$ cat src/rtl/fetch_controller.sv
// fetch_controller: program counter, instruction memory read sequencing and a
// small prefetch FIFO feeding decode over a valid/ready handshake. Branch or
// exception redirects flush the FIFO and reload the PC.
// Optional feature: define FETCH_PERF_EN to add the perf_fetched/perf_flushed
// event counters and their output ports.
module fetch_controller #(
  parameter logic [31:0] RESET_PC = 32'h0000_0000,
  parameter int          DEPTH    = 4
) (
  input  logic        clk,
  input  logic        reset,
  input  logic        fetch_en,
  output logic [31:0] imem_a,
  input  logic [31:0] imem_rd,
  output logic        inst_valid,
  input  logic        inst_ready,
  output logic [31:0] inst,
  output logic [31:0] inst_pc,
  input  logic        redirect_valid,
  input  logic [31:0] redirect_pc
`ifdef FETCH_PERF_EN
  ,
  output logic [31:0] perf_fetched,
  output logic [31:0] perf_flushed
`endif
);

  localparam int AW = (DEPTH > 1) ? $clog2(DEPTH) : 1;
  localparam int CW = AW + 1;

  logic [31:0]   pc_reg;
  logic [AW-1:0] rd_ptr_reg;
  logic [AW-1:0] wr_ptr_reg;
  logic [CW-1:0] count_reg;

  // Prefetch storage: fetched word and the address it came from.
  logic [31:0] word_mem [DEPTH];
  logic [31:0] pc_mem   [DEPTH];

  logic        push;
  logic        pop;
  logic        fifo_nonempty;
  logic [31:0] redirect_target;

  // Redirect targets are always word aligned; the low address bits are dropped.
  assign redirect_target = redirect_pc & ~32'h0000_0003;
  assign fifo_nonempty   = (count_reg != '0);

  // Handshake decode: a redirect suppresses both push and pop, and a full
  // FIFO may still push when its head leaves in the same cycle.
  always_comb begin
    pop  = fifo_nonempty & inst_ready & ~redirect_valid;
    push = fetch_en & ~redirect_valid & ((count_reg < CW'(DEPTH)) | pop);
  end

  // Outputs: the memory always sees the current PC; the head entry is shown
  // only when something is buffered, zero otherwise.
  always_comb begin
    imem_a     = pc_reg;
    inst_valid = fifo_nonempty & ~redirect_valid;
    inst       = '0;
    inst_pc    = '0;
    if (fifo_nonempty) begin
      inst    = word_mem[rd_ptr_reg];
      inst_pc = pc_mem[rd_ptr_reg];
    end
  end

  // PC, pointers and occupancy; reset wins over redirect, redirect over push/pop.
  always_ff @(posedge clk) begin
    if (reset) begin
      pc_reg     <= RESET_PC;
      rd_ptr_reg <= '0;
      wr_ptr_reg <= '0;
      count_reg  <= '0;
    end else if (redirect_valid) begin
      pc_reg     <= redirect_target;
      rd_ptr_reg <= '0;
      wr_ptr_reg <= '0;
      count_reg  <= '0;
    end else begin
      if (push) begin
        pc_reg     <= pc_reg + 32'd4;
        wr_ptr_reg <= wr_ptr_reg + AW'(1);
      end
      if (pop) begin
        rd_ptr_reg <= rd_ptr_reg + AW'(1);
      end
      case ({push, pop})
        2'b10:   count_reg <= count_reg + CW'(1);
        2'b01:   count_reg <= count_reg - CW'(1);
        default: count_reg <= count_reg;
      endcase
    end
  end

  // Entry write: capture the word read at the current PC together with the PC.
  // Storage needs no reset because occupancy alone decides what is visible.
  always_ff @(posedge clk) begin
    if (push && !reset) begin
      word_mem[wr_ptr_reg] <= imem_rd;
      pc_mem[wr_ptr_reg]   <= pc_reg;
    end
  end

`ifdef FETCH_PERF_EN
  logic [31:0] perf_fetched_reg;
  logic [31:0] perf_flushed_reg;

  // Event counters: words fetched, and buffered words discarded by redirects.
  always_ff @(posedge clk) begin
    if (reset) begin
      perf_fetched_reg <= '0;
      perf_flushed_reg <= '0;
    end else if (redirect_valid) begin
      perf_flushed_reg <= perf_flushed_reg + 32'(count_reg);
    end else if (push) begin
      perf_fetched_reg <= perf_fetched_reg + 32'd1;
    end
  end

  assign perf_fetched = perf_fetched_reg;
  assign perf_flushed = perf_flushed_reg;
`endif

endmodule

$ cat config.mk
export PLATFORM = sky130hd
export DESIGN_NAME = fetch_controller
export DESIGN_NICKNAME = d
export VERILOG_FILES = /design/src/rtl/fetch_controller.sv
export SDC_FILE = /design/constraint.sdc
export NUM_CORES = 1
export LEC_CHECK = 0
export CORE_ASPECT_RATIO = 0.75
export CORE_MARGIN = 2
export CORE_UTILIZATION = 54
export DETAILED_ROUTE_END_ITERATION = 8
export DONT_BUFFER_PORTS = 1
export PLACE_DENSITY = 0.81
export RECOVER_POWER = 25
export SYNTH_ARGS = -nofsm -noshare
export SYNTH_HDL_FRONTEND = slang
export SYNTH_SLANG_ARGS = --single-unit
$ cat constraint.sdc
create_clock -name clk -period 9.1 [get_ports clk]
set_input_delay 1.82 -clock clk [delete_from_list [all_inputs] [get_ports clk]]
set_output_delay 1.82 -clock clk [all_outputs]
set_load 0.02 [all_outputs]
==> impl_metrics.csv <==
group,metric,value,unit
worst_setup_path,end_kind,"output pin",
timing,slew_headroom,19.1,%
worst_setup_path,crit_slowest_cell,"buf_4",
route,wire_per_inst,23.8,um
clocking,post_cts_buffers,0,
route,totalWireLength,22900,um
place,place_inst,913,
timing,max_freq,0.215,GHz
clocking,cts_hold_buf,0,
route,dr_total_vias,5844,
global_route,gr-total-overflow,0,
power,power_density,206,nW/um2
min_path,hp-class,"register to register",
global_route,track_usage,20.2,%
timing,finalCritPeriodShare,51.1,%
global_route,antenna_found_initial,0,
worst_setup_path,path_class,"register to output pin",
clocking,clk_pin_slew,0.07,ns
place,placed_area,11800,um2
timing,tightest_slew,1.21,ns
clocking,cts_resized,0,
power,swShare,21.1,%
power,sequentialPowerShare,57.4,%
final_layout,seqCellArea,8240,um2
floorplanning,die_area,22500,um2
worst_setup_path,max_stage_delay,0.74,ns
power,switchingPower,0.547,mW
clocking,cts_tree,"built",
timing,final_hold_viol_count,0,
outcome,status,"finished clean",
floorplanning,fp.coreArea,21100,um2
floorplanning,die_h,130,um
final_layout,num-fill-cells,1523,
final_layout,largest-register,"word_mem",
synth,ys_warn_count,0,
global_route,grt_pass1_vias,6011,
floorplanning,rows,46,
clocking,cts-htree-levels,1,
floorplanning,io_pins,166,
route,drtIter0Drc,502,
floorplanning,die_w,173,um
clocking,numCtsBuffers,27,
timing,drv_slew,0,
timing,setup_tns,0,ns
synth,synth.avg_cell_area,17.5,um2
timing,rsz0062_at_grt,"no",
timing,finalSetupViolations,0,
worst_setup_path,crit_path_start_kind,"register",
final_layout,area_growth_syn_to_layout,9.19,%
worst_setup_path,cp_data_arrival_time,2.83,ns
synth,ys_seq_area_share,71.4,%
global_route,grt_max_degree,63,
synth,synth_cell_type_count,43,
worst_setup_path,r2r_slack,6.48,ns
route,drc,0,
worst_setup_path,path_cells,"buf_4, mux4_2, nor2b_1",
timing,fin_hold_ws,0.529,ns
clocking,clock_path_buffers,3,
final_layout,n_antenna_cell,0,
floorplanning,start_util,54.7,%
power,leakagePower,3.87,nW
final_layout,multi_input_area,3120,um2
final_layout,fin_nets,730,
final_layout,final_cell_mix,"edfxtp_1 (248), nor2b_1 (63), mux4_2 (62)",
clocking,clkSinkCount,287,
final_layout,mostFrequentLayoutCell,"edfxtp_1",
timing,fin_crit,4.65,ns
place,place_hpwl,13500,um
final_layout,largest_register_ffs,128,
final_layout,fin_util,59.7,%
final_layout,finalInstanceArea,12600,um2
worst_setup_path,critPathMaxFanout,39,
timing,clock_skew,0.0131,ns
worst_setup_path,path_buf_inv,1,
global_route,grt_pass1_wl,34700,um
final_layout,finalNonFillerCells,962,
route,ant_nets,0,
power,vdd_ir_drop_max,0.142,mV
place,place_congestion,0.834,
synth,yosys_register_bits,287,
synth,postSynthCellCount,659,
worst_setup_path,worst_ep_required_time,7.28,ns
worst_setup_path,cp_top_family,"buffers and inverters",
place,port_buffers,0,
power,power.share.clock,39.5,%
job,maxCapViolations,0,
synth,netlist_area,11500,um2
final_layout,drive_above_1_share,17.8,%
clocking,cts_root_buf,"clkbuf_16",
power,p_int,2.05,mW
clocking,clock_latency,0.53,ns
route,vias_per_cell,6.07,
power,p_comb_share,3.1,%
route,firstDrtPassIters,4,
## routing by layer
layer / track usage (%) / part of all wire, %
met3: 6.80 / 9.5
met1: 26.4 / 41
met4: 4.74 / 2.0
met2: 33.3 / 48
met5: 0 / 0
## through the flow
stage | worst slack [ns] | power, mW
after floorplan | 4.59 | 1.58
after global placement | 4.94 | 1.59
after detailed placement | 4.90 | 1.60
after CTS | 4.36 | 2.62
after global routing | 4.20 | 2.68
final | 4.45 | 2.60
## worst register-to-register path: stages (launching register included)
cell     delay, ns
dfxtp_1       0.35
inv_1         0.19
o21a_1        0.66
and3_4        0.97
## cells in the mapped netlist
library cell	count	area [um2]
nor4_4	1	21.3
mux4_2	62	1400
o211a_1	1	10.0
a211oi_1	16	120
buf_1	1	3.75
and2_1	5	31.3
o2111a_1	1	11.3
and3_2	1	7.51
fa_1	1	20.0
conb_1	1	3.75
nor3_1	3	15.0
buf_2	11	55.1
nand2b_1	2	12.5
nor3b_1	4	30.0
and4_1	3	26.3
or2_2	2	12.5
and4_2	1	10.0
buf_4	4	30.0
mux2i_1	1	10.0
o2111ai_1	1	8.76
o221a_2	1	11.3
nand2_1	22	82.6
nand4_2	1	12.5
dfxtp_1	39	781
nor2b_1	63	394
o211ai_1	1	7.51
nand3_1	11	55.1
clkbuf_1	24	90.1
o22ai_1	6	37.5
or3_1	1	6.26
inv_1	7	26.3
a311oi_1	1	8.76
nor2_1	34	128
ha_1	6	75.1
edfxtp_1	248	7450
and3_1	10	62.6
xnor2_1	7	61.3
o21ai_0	1	5.00
nand4_1	14	87.6
a21oi_1	12	60.1
mux2_2	1	11.3
xor2_1	26	228
o21a_1	1	7.51
## worst paths after layout
check / startpoint / to / depth (start not counted)
setup / recovery: register / inst_pc[29] / 3
hold / removal: rd_ptr_reg[0] / register / 2
setup reg to reg: count_reg[2] / word_mem[2][17] / 3
hold reg to reg: rd_ptr_reg[0] / register / 2
## cell families (layout without fill, tap and decap cells)
group           after synthesis  in the layout  synth area share (%)
xor+xnor                     33             33                  2.51
compound gates               42             42                  2.50
other cells                   1              4                0.0325
fa+ha+maj                     7              7                 0.825
simple gates                178            178                  8.63
buf+inv                      47             59                  1.78
mux                          64             64                  12.3
flops                       287            287                  71.4
## cell type report
type | instances | share of cell area, %
Timing Repair Buffer | 3 | 0.179
Clock inverter | 14 | 0.666
Tap cell | 288 | 2.86
Sequential cell | 287 | 65.5
Inverter | 7 | 0.209
Multi-Input combinational cell | 328 | 24.8
Clock buffer | 35 | 5.78
## power by group through the flow
stage                     registers, mW  clock network, mW  logic (mW)
after floorplan                    1.51                  0      0.0700
after global placement             1.52                  0      0.0778
after detailed placement           1.52                  0      0.0801
after CTS                          1.49               1.05      0.0806
after global routing               1.49               1.10      0.0870
final                              1.49               1.03      0.0802
(Power assumes the default switching activity.)
